**src/rtl/serial_parity_arbiter.sv**
```systemverilog
`timescale 1ns/1ps
`default_nettype none
// +--------------------------------------------------------------------------+
// | Module  : serial_parity_arbiter                                          |
// | Brief   : Round-robin arbiter for two frame requesters; serialises the   |
// |           winning frame LSB-first and reports its odd/even parity.       |
// |           Optional macro SERIAL_PARITY_ERR_CNT_EN adds err_cnt output.   |
// | Revision: 1.0 - initial release                                          |
// +--------------------------------------------------------------------------+
module serial_parity_arbiter #(
    parameter int DATA_W = 8
) (
    input  logic              clk,
    input  logic              reset,
    input  logic              req0,
    input  logic              req1,
    input  logic [DATA_W-1:0] data0,
    input  logic [DATA_W-1:0] data1,
`ifdef SERIAL_PARITY_ERR_CNT_EN
    output logic [7:0]        err_cnt,
`endif
    output logic              gnt0,
    output logic              gnt1,
    output logic              busy,
    output logic              dout,
    output logic              dout_valid,
    output logic              done,
    output logic              owner,
    output logic              parity_odd
);

    localparam int c_cnt_w = (DATA_W > 2) ? $clog2(DATA_W) : 1;
    localparam logic [c_cnt_w-1:0] c_last = c_cnt_w'(DATA_W - 1);

    typedef enum logic [1:0] {
        IDLE  = 2'd0,
        SHIFT = 2'd1,
        DONE  = 2'd2
    } state_t;

    state_t              state_q, state_d;
    logic [DATA_W-1:0]   shift_q, shift_d;
    logic [c_cnt_w-1:0]  cnt_q, cnt_d;
    logic                par_q, par_d;
    logic                last_q, last_d;
    logic                gnt0_q, gnt0_d;
    logic                gnt1_q, gnt1_d;
    logic                busy_q, busy_d;
    logic                dout_q, dout_d;
    logic                dout_valid_q, dout_valid_d;
    logic                done_q, done_d;
    logic                owner_q, owner_d;
    logic                parity_odd_q, parity_odd_d;
`ifdef SERIAL_PARITY_ERR_CNT_EN
    logic [7:0]          err_cnt_q, err_cnt_d;
`endif

    logic                w_win;
    logic [DATA_W-1:0]   w_sel;

    // On a tie the requester that was not served last wins.
    assign w_win = (req0 && req1) ? ~last_q : req1;
    assign w_sel = w_win ? data1 : data0;

    always_comb begin
        state_d      = state_q;
        shift_d      = shift_q;
        cnt_d        = cnt_q;
        par_d        = par_q;
        last_d       = last_q;
        gnt0_d       = 1'b0;
        gnt1_d       = 1'b0;
        busy_d       = busy_q;
        dout_d       = dout_q;
        dout_valid_d = dout_valid_q;
        done_d       = 1'b0;
        owner_d      = owner_q;
        parity_odd_d = parity_odd_q;
`ifdef SERIAL_PARITY_ERR_CNT_EN
        err_cnt_d    = err_cnt_q;
`endif
        case (state_q)
            IDLE: begin
                if (req0 || req1) begin
                    state_d      = SHIFT;
                    shift_d      = w_sel >> 1;
                    dout_d       = w_sel[0];
                    dout_valid_d = 1'b1;
                    busy_d       = 1'b1;
                    gnt0_d       = ~w_win;
                    gnt1_d       = w_win;
                    owner_d      = w_win;
                    last_d       = w_win;
                    cnt_d        = '0;
                    par_d        = 1'b0;
                end
            end
            SHIFT: begin
                // par_q accumulates every bit already presented on dout.
                par_d = par_q ^ dout_q;
                if (cnt_q == c_last) begin
                    state_d      = DONE;
                    dout_d       = 1'b0;
                    dout_valid_d = 1'b0;
                    done_d       = 1'b1;
                    parity_odd_d = par_q ^ dout_q;
`ifdef SERIAL_PARITY_ERR_CNT_EN
                    if ((par_q ^ dout_q) && (err_cnt_q != 8'hFF)) begin
                        err_cnt_d = err_cnt_q + 8'd1;
                    end
`endif
                end else begin
                    cnt_d   = cnt_q + c_cnt_w'(1);
                    dout_d  = shift_q[0];
                    shift_d = shift_q >> 1;
                end
            end
            DONE: begin
                state_d = IDLE;
                busy_d  = 1'b0;
            end
            default: begin
                state_d      = IDLE;
                busy_d       = 1'b0;
                dout_d       = 1'b0;
                dout_valid_d = 1'b0;
            end
        endcase
    end

    always_ff @(posedge clk or posedge reset) begin
        if (reset) begin
            state_q      <= IDLE;
            shift_q      <= '0;
            cnt_q        <= '0;
            par_q        <= 1'b0;
            last_q       <= 1'b1;
            gnt0_q       <= 1'b0;
            gnt1_q       <= 1'b0;
            busy_q       <= 1'b0;
            dout_q       <= 1'b0;
            dout_valid_q <= 1'b0;
            done_q       <= 1'b0;
            owner_q      <= 1'b0;
            parity_odd_q <= 1'b0;
`ifdef SERIAL_PARITY_ERR_CNT_EN
            err_cnt_q    <= 8'd0;
`endif
        end else begin
            state_q      <= state_d;
            shift_q      <= shift_d;
            cnt_q        <= cnt_d;
            par_q        <= par_d;
            last_q       <= last_d;
            gnt0_q       <= gnt0_d;
            gnt1_q       <= gnt1_d;
            busy_q       <= busy_d;
            dout_q       <= dout_d;
            dout_valid_q <= dout_valid_d;
            done_q       <= done_d;
            owner_q      <= owner_d;
            parity_odd_q <= parity_odd_d;
`ifdef SERIAL_PARITY_ERR_CNT_EN
            err_cnt_q    <= err_cnt_d;
`endif
        end
    end

    assign gnt0       = gnt0_q;
    assign gnt1       = gnt1_q;
    assign busy       = busy_q;
    assign dout       = dout_q;
    assign dout_valid = dout_valid_q;
    assign done       = done_q;
    assign owner      = owner_q;
    assign parity_odd = parity_odd_q;
`ifdef SERIAL_PARITY_ERR_CNT_EN
    assign err_cnt    = err_cnt_q;
`endif

endmodule
`default_nettype wire

```
**config.mk**
```make
export PLATFORM = sky130hd
export DESIGN_NAME = serial_parity_arbiter
export DESIGN_NICKNAME = d
export VERILOG_FILES = /design/src/rtl/serial_parity_arbiter.sv
export SDC_FILE = /design/constraint.sdc
export NUM_CORES = 1
export LEC_CHECK = 0
export CORE_ASPECT_RATIO = 1.25
export CORE_MARGIN = 10
export CORE_UTILIZATION = 35
export DETAILED_ROUTE_END_ITERATION = 8
export SLEW_MARGIN = 20
export SYNTH_ARGS = -nofsm -noshare
export SYNTH_HDL_FRONTEND = slang
export SYNTH_SLANG_ARGS = --single-unit
```
**constraint.sdc**
```tcl
create_clock -name clk -period 1.6 [get_ports clk]
set_input_delay 0.16 -clock clk [delete_from_list [all_inputs] [get_ports clk]]
set_output_delay 0.16 -clock clk [all_outputs]
set_load 0.005 [all_outputs]
```
==> summary.md, run 1 <==
| Metric | Value |
|---|---|
| Initial standard-cell utilization of the core | `0.370` |
| Routed via count divided by cell count | `5.23` |
| Post-Synthesis Net Count | `127` |
| Setup TNS after final layout | `0 ns` |
| Setup crit start kind | `flip-flop` |
| Gr usage total | `0.0982` |
| Yosys warnings | `0` |
| Initial DRC Count | `34` |
| Number of global-route vias before repair | `1037` |
| CTS tree | `built` |
| Run status | `complete, no violations` |
| Number of violations of the max-capacitance limit | `0` |
| Worst EP arrival | `1.73 ns` |
| Hold Buf Count CTS | `0` |
| Share of final-layout standard cells stronger than drive strength 1 | `0.208` |
| Synthesized flop and latch total | `22` |
| Pwr Density | `1520 nW/um2` |
| Number of setup violations in the final report | `0` |
| Number of flip-flops in the largest register | `7` |
| Netlist area before placement | `1100 um2` |
| Required time of the worst setup path | `1.80 ns` |
| Leakage power total | `0.695 nW` |
| First-pass GRT wire length | `4710 um` |
| Root buf cell | `sky130_fd_sc_hd__clkbuf_4` |
| Latest clock arrival within the worst-skew pair | `0.31 ns` |
| Post-placement cell area | `1520 um2` |
| Max-slew violation count | `0` |
| RSZ-0062 raised after global routing | `no` |
| Total via count in the routed design | `967` |
| Full die area | `5790 um2` |
| Final worst path period need | `1.53 ns` |
| Floorplan row count | `22` |
| # diodes | `0` |
| Number of input and output port buffers inserted | `27` |
| Final weighted congestion of routability-driven global placement | `0.819` |
| Net count, final | `172` |
| Die boundary width | `70.1 um` |
| Regs by FF count | `shift_q x7, cnt_q x3, state_q x2` |
| Cts bufs inserted | `3` |
| Height of the die | `82.6 um` |
| Post-route cell area | `1580 um2` |
| Share of the yosys chip area belonging to registers | `0.502` |
| Final hold violation count | `0` |
| Type of the worst setup path | `flip-flop to flip-flop` |
| Number of H-tree branching levels | `1` |
| Largest net degree at the start of global routing | `23` |
| Largest vdd supply drop | `0.000845 V` |
| Setup WS pre-CTS | `-0.185 ns` |
| Gate count of the mapped netlist | `105` |
| Largest clock skew in the final design | `0.0128 ns` |
| Peak clock frequency supported by timing | `652 MHz` |
| Count of antenna-violating nets left after detailed routing | `0` |
| Utilization of the core after routing | `0.532` |
| Transition time of the tightest slew-check pin | `0.446 ns` |
| Clock Tree Buf Depth | `2` |
| Minimum setup slack in the final design | `0.0656 ns` |
| Initial antenna violation count | `0` |
| Number of detailed-routing iterations run before antenna repair | `4` |
| Final period utilization | `0.959` |
| Slew HR | `0.700` |
| Area growth syn-to-layout | `44.1%` |
| Critical path capture point type | `flip-flop` |
| Total Power | `2.40 mW` |
| Crit path max fanout | `6` |
| Worst-path clk slew | `0.13 ns` |
| Number of clock sinks seen by CTS | `22` |
| Number of different library cells in the post-synthesis netlist | `30` |
| Total half-perimeter wirelength after legalization and detailed placement | `2060 um` |
| Internal reg-to-reg setup slack | `0.07 ns` |
| DRC violation count after routing | `0` |
| Register containing the most flip-flops in the final layout | `shift_q` |
| Per-cell routed wire length | `15.0 um` |
| HP Class | `input port to asynchronous set/reset pin` |
| Synth Area per Inst | `10.5 um2` |
| Total Wirelength | `2770 um` |
| Floorplan Core Area | `2970 um2` |
| Number of placed I/O pins | `28` |
| GR Overflow Total | `0` |
final cells by class:
cell class	instances	area, um2
well taps	36	45.0
repair buffers	47	420
fillers	290	1390
inverters	4	15.0
multi-input cells	72	524
flip-flops and latches	22	552
clock buffers	4	26.3
where the power goes:
part | total, mW | internal, mW | switching, mW
Clock | 0.266 | 0.0971 | 0.169
Combinational | 1.21 | 0.714 | 0.493
Sequential | 0.929 | 0.788 | 0.141
Total | 2.40 | 1.60 | 0.803
worst paths after layout:
| check | start | cells after the start | endpoint |
|---|---|---|---|
| max in group asynchronous | reset | 3 | last_q$_DFFE_PP1P_ |
| worst min register to register | owner$_DFFE_PP0P_ | 1 | owner$_DFFE_PP0P_ |
| worst max-delay path | cnt_q[0]$_DFFE_PP0P_ | 4 | cnt_q[0]$_DFFE_PP0P_ |
| min in group clk | data1[0] | 3 | dout$_DFFE_PP0P_ |
| worst max register to register | cnt_q[0]$_DFFE_PP0P_ | 4 | cnt_q[0]$_DFFE_PP0P_ |
| worst min-delay path | reset | 3 | par_q$_DFFE_PP0P_ |
cell usage after synthesis:
library cell                count  area share
sky130_fd_sc_hd__a21bo_1        1      0.0091
sky130_fd_sc_hd__a21oi_1        9       0.041
sky130_fd_sc_hd__o21ai_0        6       0.027
sky130_fd_sc_hd__buf_6          1       0.010
sky130_fd_sc_hd__a32o_1         6       0.055
sky130_fd_sc_hd__mux2i_1        3       0.027
sky130_fd_sc_hd__dfstp_2        1       0.024
sky130_fd_sc_hd__dfrtp_1       21        0.48
sky130_fd_sc_hd__nand2_1        3       0.010
sky130_fd_sc_hd__nor3_1         3       0.014
sky130_fd_sc_hd__a211o_1        1      0.0080
sky130_fd_sc_hd__a21boi_0       1      0.0068
sky130_fd_sc_hd__or3_1         12       0.068
sky130_fd_sc_hd__a21o_1         2       0.014
sky130_fd_sc_hd__a22o_1         1      0.0080
sky130_fd_sc_hd__nand3b_1       6       0.041
sky130_fd_sc_hd__xnor2_1        1      0.0080
sky130_fd_sc_hd__nor4b_1        1      0.0080
sky130_fd_sc_hd__nor2b_1        1      0.0057
sky130_fd_sc_hd__nor4bb_1       1      0.0091
sky130_fd_sc_hd__nor2_1         3       0.010
sky130_fd_sc_hd__clkbuf_1       5       0.017
sky130_fd_sc_hd__mux2_2         1       0.010
sky130_fd_sc_hd__ha_1           2       0.023
sky130_fd_sc_hd__a31oi_1        2       0.011
sky130_fd_sc_hd__buf_2          2      0.0091
sky130_fd_sc_hd__o2bb2ai_1      1      0.0080
sky130_fd_sc_hd__and2_1         2       0.011
sky130_fd_sc_hd__inv_1          4       0.014
sky130_fd_sc_hd__o21bai_1       2       0.014
through the flow:
step / hold WS (ns) / instances
finish: 0.176 / 185
global route: 0.213 / 185
CTS: 0.186 / 183
detailed placement: 0.471 / 179
global placement: 0.464 / 179
floorplan: 0.148 / 105
critical path, cell delays in order (launching register included):
cell and delay, ns:
sky130_fd_sc_hd__dfrtp_1 0.40, sky130_fd_sc_hd__ha_1 0.21, sky130_fd_sc_hd__ha_2 0.19, sky130_fd_sc_hd__a211o_4 0.36
sky130_fd_sc_hd__mux2_2 0.27
timing repair:
item | 4_1_cts | 5_1_grt
gates cloned | 0 | 1
setup buffers | 0 | 1
endpoints found under the hold margin | 0 | 0
gates resized for setup | 2 | 4
endpoints found under the setup margin | 3 | 6
pin swaps | 0 | 1
cells by family after synthesis:
family | synth area share
compound gates | 0.202
fa+ha+maj | 0.0228
flops | 0.502
mux | 0.0376
simple gates | 0.178
buf+inv | 0.0501
xor+xnor | 0.00797
layout by cell type (no fill, tap or decap):
cell type	instances
sky130_fd_sc_hd__or3_1	12
sky130_fd_sc_hd__nand3b_1	6
sky130_fd_sc_hd__a32o_1	6
sky130_fd_sc_hd__o21ai_0	6
sky130_fd_sc_hd__o2bb2ai_1	1
sky130_fd_sc_hd__buf_4	20
sky130_fd_sc_hd__clkdlybuf4s50_1	27
sky130_fd_sc_hd__mux2i_1	3
sky130_fd_sc_hd__a21o_1	2
sky130_fd_sc_hd__clkbuf_4	3
sky130_fd_sc_hd__a31oi_1	2
sky130_fd_sc_hd__xnor2_1	1
sky130_fd_sc_hd__nor4bb_1	1
sky130_fd_sc_hd__clkbuf_1	1
sky130_fd_sc_hd__ha_2	1
sky130_fd_sc_hd__nor2b_1	1
sky130_fd_sc_hd__a211o_4	1
sky130_fd_sc_hd__and2_1	2
sky130_fd_sc_hd__mux2_2	1
sky130_fd_sc_hd__a21oi_2	3
sky130_fd_sc_hd__ha_1	1
sky130_fd_sc_hd__dfstp_2	1
sky130_fd_sc_hd__o21bai_1	2
sky130_fd_sc_hd__nor3_1	3
sky130_fd_sc_hd__dfrtp_1	21
sky130_fd_sc_hd__nand2_1	3
sky130_fd_sc_hd__a211o_2	1
sky130_fd_sc_hd__inv_1	4
sky130_fd_sc_hd__nor2_1	3
sky130_fd_sc_hd__a21oi_1	6
sky130_fd_sc_hd__a21boi_0	1
sky130_fd_sc_hd__a22o_1	1
sky130_fd_sc_hd__a21bo_1	1
sky130_fd_sc_hd__nor4b_1	1
routing by layer:
layer	wire [um]	up-vias	global-route usage
met5	0	-	0
met4	17	0	0.0415
met3	121	2	0.0227
met2	1370	18	0.168
met1	1270	468	0.117
li1	-	479	-
No activity file was read; power rests on OpenSTA's default activity.
==> run 2: changes to the inputs <==
- MAX_ROUTING_LAYER: unset -> met4
- PLACE_DENSITY: unset -> 0.66
==> summary.md, run 2 (synthesis results as in run 1) <==
| Metric | Value |
|---|---|
| Run status | `complete, no violations` |
| Setup fix buffers added after clock tree synthesis | `0 (unchanged)` |
| Final weighted congestion of routability-driven global placement | `0.813 (-0.67%)` |
| CTS tree | `built` |
| Largest vdd supply drop | `0.000752 V (-11%)` |
| Type of the worst setup path | `flip-flop to flip-flop` |
| Root buf cell | `sky130_fd_sc_hd__clkbuf_4` |
| First-pass GRT wire length | `4740 um (+0.59%)` |
| Initial antenna violation count | `0 (unchanged)` |
| Number of global-route vias before repair | `967 (-6.8%)` |
| Initial DRC Count | `57 (+68%)` |
| Largest clock skew in the final design | `0.00641 ns (-0.00637 ns)` |
| Number of clock sinks seen by CTS | `22 (unchanged)` |
| Post-route cell area | `1550 um2 (-2.2%)` |
| Routed via count divided by cell count | `5.39 (+3.1%)` |
| # fillers | `286 (-1.4%)` |
| Largest net degree at the start of global routing | `16 (-30%)` |
| Setup TNS after final layout | `0 ns (unchanged)` |
| Regs by FF count | `shift_q x7, cnt_q x3, state_q x2` |
| Floorplan Core Area | `2970 um2 (unchanged)` |
| Worst EP arrival | `1.83 ns (+0.10 ns)` |
| Number of violations of the max-capacitance limit | `0 (unchanged)` |
| Commonest cells after routing, fill and taps aside | `27 x sky130_fd_sc_hd__clkdlybuf4s50_1, 21 x sky130_fd_sc_hd__dfrtp_1, 15 x sky130_fd_sc_hd__buf_4, 12 x sky130_fd_sc_hd__or3_1, 8 x sky130_fd_sc_hd__a21oi_1` |
| Crit path max fanout | `13 (+7)` |
| Die boundary width | `70.1 um (unchanged)` |
| Slew HR | `0.630 (-0.0703)` |
| Final worst path period need | `1.56 ns (+0.0282 ns)` |
| Transition time of the tightest slew-check pin | `0.554 ns (+0.108 ns)` |
| GR Overflow Total | `0 (unchanged)` |
| # diodes | `0 (unchanged)` |
| Number of flip-flops in the largest register | `7 (unchanged)` |
| Register containing the most flip-flops in the final layout | `shift_q` |
| Leakage power total | `0.677 nW (-2.6%)` |
| Worst-path clk slew | `0.13 ns (about the same)` |
| Total Wirelength | `2910 um (+5.2%)` |
| Gr usage total | `0.105 (+0.00697)` |
| Share of final-layout standard cells stronger than drive strength 1 | `0.174 (-0.0344)` |
| Total Power | `2.41 mW (+0.53%)` |
| DRC violation count after routing | `0 (unchanged)` |
| Minimum setup slack in the final design | `0.0374 ns (-0.0282 ns)` |
| Latest clock arrival within the worst-skew pair | `0.32 ns (about the same)` |
| Net count, final | `167 (-2.9%)` |
| Full die area | `5790 um2 (unchanged)` |
| Final period utilization | `0.977 (+0.0176)` |
| Most common cell after layout, fill and taps aside | `sky130_fd_sc_hd__clkdlybuf4s50_1` |
| Cts bufs inserted | `3 (unchanged)` |
| Area growth syn-to-layout | `40.9%` |
| Number of placed I/O pins | `28 (unchanged)` |
| Total via count in the routed design | `970 (+0.31%)` |
| Max-slew violation count | `0 (unchanged)` |
| Peak clock frequency supported by timing | `640 MHz (-1.8%)` |
| Post-placement cell area | `1490 um2 (-2.0%)` |
| Count of antenna-violating nets left after detailed routing | `0 (unchanged)` |
| Critical path capture point type | `flip-flop` |
| Initial standard-cell utilization of the core | `0.370 (unchanged)` |
| Height of the die | `82.6 um (unchanged)` |
| Number of detailed-routing iterations run before antenna repair | `4 (unchanged)` |
| Per-cell routed wire length | `16.2 um (+8.1%)` |
| Setup WS pre-CTS | `-0.248 ns (-0.0628 ns)` |
| Total half-perimeter wirelength after legalization and detailed placement | `2180 um (+6.0%)` |
| Area taken by flip-flops and latches | `552 um2 (unchanged)` |
| Number of input and output port buffers inserted | `27 (unchanged)` |
| Area of the multi-input gates | `517 um2 (-1.4%)` |
| Number of setup violations in the final report | `0 (unchanged)` |
| Required time of the worst setup path | `1.87 ns (+0.07 ns)` |
| Clock Tree Buf Depth | `2 (unchanged)` |
| Number of H-tree branching levels | `1 (unchanged)` |
| Final hold violation count | `0 (unchanged)` |
| Pwr Density | `1560 nW/um2 (+2.8%)` |
| Floorplan row count | `22 (unchanged)` |
| Worst hold margin | `0.0963 ns (-0.0801 ns)` |
| Setup crit start kind | `flip-flop` |
| HP Class | `input port to asynchronous set/reset pin` |
run 2: area by class of cell:
cell class,count,area share
Sequential cell,22,0.357
Inverter,4,0.00970
Tap cell,36,0.0291
Multi-Input combinational cell,72,0.334
Timing Repair Buffer,42,0.247
Clock buffer,4,0.0234
run 2: final timing paths:
check | endpoint | slack [ns] | cells past startpoint | from
worst min register to register | owner$_DFFE_PP0P_ | 0.50 | 1 | owner$_DFFE_PP0P_
worst max-delay path | shift_q[5]$_DFFE_PP0P_ | 0.04 | 6 | cnt_q[0]$_DFFE_PP0P_
worst min-delay path | gnt0$_DFF_PP0_ | 0.1 | 2 | reset
max in group asynchronous | shift_q[2]$_DFFE_PP0P_ | 0.99 | 3 | reset
min in group clk | shift_q[6]$_DFFE_PP0P_ | 0.49 | 3 | data1[7]
worst max register to register | shift_q[5]$_DFFE_PP0P_ | 0.04 | 6 | cnt_q[0]$_DFFE_PP0P_
run 2: timing repair:
action | in CTS | in global routing
cloned | 0 | 1
hold endpoints to repair | 0 | 0
resized for setup | 3 | 2
hold buffers | 0 | 0
endpoints found under the setup margin | 8 | 5
pin swaps | 0 | 2
run 2: layer usage:
metal  wire [um]  global-route usage
met5           0                   -
met4          65              0.0593
met3          66              0.0179
met2        1480               0.178
met1        1300               0.117
run 2: through the flow:
step                utilization  instances
global placement          0.500        175
CTS                       0.515        179
detailed placement        0.500        175
finish                    0.521        180
global route              0.521        180
floorplan                     -        105
run 2: where the power goes:
part	switching, mW	leakage, nW	internal (mW)
sequential	0.143	0.273	0.789
combinational	0.497	0.383	0.667
clock	0.179	0.0210	0.139
run 2: worst max-delay path, stage by stage, from the launching register on:
cell,delay (ns)
sky130_fd_sc_hd__dfrtp_1,0.41
sky130_fd_sc_hd__ha_1,0.22
sky130_fd_sc_hd__ha_2,0.20
sky130_fd_sc_hd__buf_4,0.18
sky130_fd_sc_hd__nand3b_1,0.16
sky130_fd_sc_hd__a21oi_1,0.17
sky130_fd_sc_hd__a32o_1,0.18
==> run 3: changes to the inputs <==
- CTS_CLUSTER_SIZE: unset -> 40
- PLACE_DENSITY: 0.66 -> 0.67
==> summary.md, run 3 (synthesis results as in run 1) <==
| Metric | Value |
|---|---|
| Pwr Density | `1560 nW/um2 (-0.17%)` |
| Count of placed standard cells including taps | `175 (unchanged)` |
| Initial standard-cell utilization of the core | `0.370 (unchanged)` |
| Internal reg-to-reg setup slack | `0.06 ns (+0.02 ns)` |
| Initial DRC Count | `44 (-23%)` |
| Number of clock sinks seen by CTS | `22 (unchanged)` |
| Latest clock arrival within the worst-skew pair | `0.30 ns (-0.02 ns)` |
| Area growth syn-to-layout | `42.6%` |
| Register-to-Register Path Depth | `4 (-2)` |
| Clock network fraction of design power | `0.125 (-0.007)` |
| Full die area | `5790 um2 (unchanged)` |
| Transition time of the tightest slew-check pin | `0.378 ns (-0.176 ns)` |
| Root buf cell | `sky130_fd_sc_hd__clkbuf_4` |
| Internal Pwr Total | `1.65 mW (+3.1%)` |
| Per-cell routed wire length | `15.0 um (-7.6%)` |
| Most common cell after layout, fill and taps aside | `sky130_fd_sc_hd__clkdlybuf4s50_1` |
| Utilization of the core after routing | `0.527 (+0.00631)` |
| Slowest library cell on the worst path | `sky130_fd_sc_hd__dfrtp_1` |
| Height of the die | `82.6 um (unchanged)` |
| Worst EP arrival | `1.74 ns (-0.09 ns)` |
| # fillers | `285 (-0.35%)` |
| CTS tree | `built` |
| Largest clock skew in the final design | `0.00367 ns (-0.00274 ns)` |
| Required time of the worst setup path | `1.80 ns (-0.07 ns)` |
| Final hold violation count | `0 (unchanged)` |
| Reg2Reg Launch Point | `cnt_q[0]$_DFFE_PP0P_` |
| Number of H-tree branching levels | `1 (unchanged)` |
| Regs by FF count | `shift_q x7, cnt_q x3, state_q x2` |
| Setup crit start kind | `flip-flop` |
| Number of input and output port buffers inserted | `27 (unchanged)` |
| Initial antenna violation count | `0 (unchanged)` |
| Total Power | `2.44 mW (+1.0%)` |
| Crit-path cells | `ha_1, ha_2, a211o_4, mux2_2` |
| Final worst path period need | `1.54 ns (-0.0219 ns)` |
| Crit path max fanout | `6 (-7)` |
| HP Class | `input port to asynchronous set/reset pin` |
| Number of global-route vias before repair | `1022 (+5.7%)` |
| Final period utilization | `0.963 (-0.0137)` |
| Setup WS pre-CTS | `-0.188 ns (+0.0600 ns)` |
| Largest net degree at the start of global routing | `23 (+7)` |
| Clock Tree Buf Depth | `2 (unchanged)` |
| DRC violation count after routing | `0 (unchanged)` |
| Leakage power total | `0.686 nW (+1.3%)` |
| Run status | `complete, no violations` |
| Number of setup violations in the final report | `0 (unchanged)` |
| Max-slew violation count | `0 (unchanged)` |
| Non-filler cells in the finished layout | `182 (+1.1%)` |
| Total via count in the routed design | `967 (-0.31%)` |
| Register containing the most flip-flops in the final layout | `shift_q` |
| Peak clock frequency supported by timing | `649 MHz (+1.4%)` |
| First-pass GRT wire length | `4620 um (-2.6%)` |
| Total Wirelength | `2720 um (-6.6%)` |
| Sum of buffers and inverters on the critical path | `0 (-1)` |
| # diodes | `0 (unchanged)` |
| Count of antenna-violating nets left after detailed routing | `0 (unchanged)` |
| Commonest cells after routing, fill and taps aside | `27 x sky130_fd_sc_hd__clkdlybuf4s50_1, 21 x sky130_fd_sc_hd__dfrtp_1, 16 x sky130_fd_sc_hd__buf_4, 12 x sky130_fd_sc_hd__or3_1, 8 x sky130_fd_sc_hd__a21oi_1` |
| Worst hold margin | `0.184 ns (+0.0876 ns)` |
| Combinational share of power | `0.498 (+0.016)` |
| Switching share of power | `0.326 (-0.0136)` |
| RSZ-0062 raised after global routing | `no` |
| Slew HR | `0.746 (+0.116)` |
| Final weighted congestion of routability-driven global placement | `0.725 (-11%)` |
| Net switching power | `0.794 mW (-3.0%)` |
| Number of placed I/O pins | `28 (unchanged)` |
| Highest cell delay on the worst timing path | `0.40 ns (about the same)` |
| Share of final-layout standard cells stronger than drive strength 1 | `0.185 (+0.0113)` |
| Total half-perimeter wirelength after legalization and detailed placement | `2050 um (-6.0%)` |
| Routed via count divided by cell count | `5.31 (-1.4%)` |
| Number of flip-flops in the largest register | `7 (unchanged)` |
| Gr usage total | `0.100 (-0.00517)` |
| Cts bufs inserted | `3 (unchanged)` |
| Floorplan row count | `22 (unchanged)` |
| Number of detailed-routing iterations run before antenna repair | `4 (unchanged)` |
| Critical path capture point type | `flip-flop` |
| Minimum setup slack in the final design | `0.0593 ns (+0.0219 ns)` |
| Number of violations of the max-capacitance limit | `0 (unchanged)` |
| Die boundary width | `70.1 um (unchanged)` |
| Net count, final | `169 (+1.2%)` |
| Reg-to-Reg End | `cnt_q[0]$_DFFE_PP0P_` |
| Floorplan Core Area | `2970 um2 (unchanged)` |
| GR Overflow Total | `0 (unchanged)` |
| Worst-path clk slew | `0.12 ns (about the same)` |
| Family with the most delay on the worst path | `flip-flops` |
| Type of the worst setup path | `flip-flop to flip-flop` |
| Power share of the sequential group | `0.378 (-0.008)` |
| Largest vdd supply drop | `0.000617 V (-18%)` |
==> run 3: changes by cell type in the layout (fill, tap and decap cells not counted), sizes merged <==
cell  previous run  this run
buf             15        17
==> run 3: cell type report <==
| type | count | area [um2] | share of cell area |
|---|---|---|---|
| Tap cell | 36 | 45.0 | 0.0288 |
| Clock buffer | 4 | 36.3 | 0.0232 |
| Timing Repair Buffer | 44 | 402 | 0.256 |
| Multi-Input combinational cell | 72 | 517 | 0.330 |
| Sequential cell | 22 | 552 | 0.352 |
| Inverter | 4 | 15.0 | 0.00958 |
==> run 3: power by group through the flow <==
stage	Combinational [mW]	Sequential (mW)	Clock (mW)
after floorplan	0.670	0.918	0
after global placement	1.11	0.926	0
after CTS	1.17	0.921	0.314
after detailed placement	1.14	0.932	0
after global routing	1.36	0.951	0.337
final	1.21	0.921	0.304
==> run 3: worst min-delay path: cells and delay by family <==
family / cells / cell delay, ns
buffers and inverters: 3 / 0.73
==> run 3: how the worst max path moves through the flow <==
stage / endpoint / startpoint / depth (start not counted)
floorplan: cnt_q[1]$_DFFE_PP0P_ / cnt_q[0]$_DFFE_PP0P_ / 5
global placement: shift_q[5]$_DFFE_PP0P_ / req1 / 4
detailed placement: shift_q[2]$_DFFE_PP0P_ / req1 / 4
CTS: cnt_q[0]$_DFFE_PP0P_ / cnt_q[0]$_DFFE_PP0P_ / 4
global route: cnt_q[0]$_DFFE_PP0P_ / cnt_q[0]$_DFFE_PP0P_ / 4
finish: cnt_q[0]$_DFFE_PP0P_ / cnt_q[0]$_DFFE_PP0P_ / 4
==> run 3: layer usage <==
layer / global-route usage / share of wire
met5: - / 0
met4: 0.0534 / 0.015
met3: 0.0179 / 0.037
met2: 0.179 / 0.52
met1: 0.104 / 0.42
==> run 3: metrics by stage <==
step / setup TNS [ns] / instance area (um2)
after detailed placement: -1.19 / 1490
final: 0 / 1570
after CTS: 0 / 1530
after floorplan: 0 / 1100
after global placement: -1.02 / 1490
after global routing: 0 / 1570
==> run 3: what timing repair did <==
| action | CTS | global route |
|---|---|---|
| endpoints found under the hold margin | 0 | 0 |
| endpoints found under the setup margin | 8 | 5 |
| cloned | 0 | 1 |
| pin swaps | 1 | 1 |
| gates resized for setup | 2 | 3 |
| setup buffers | 0 | 2 |
| hold buffers | 0 | 0 |
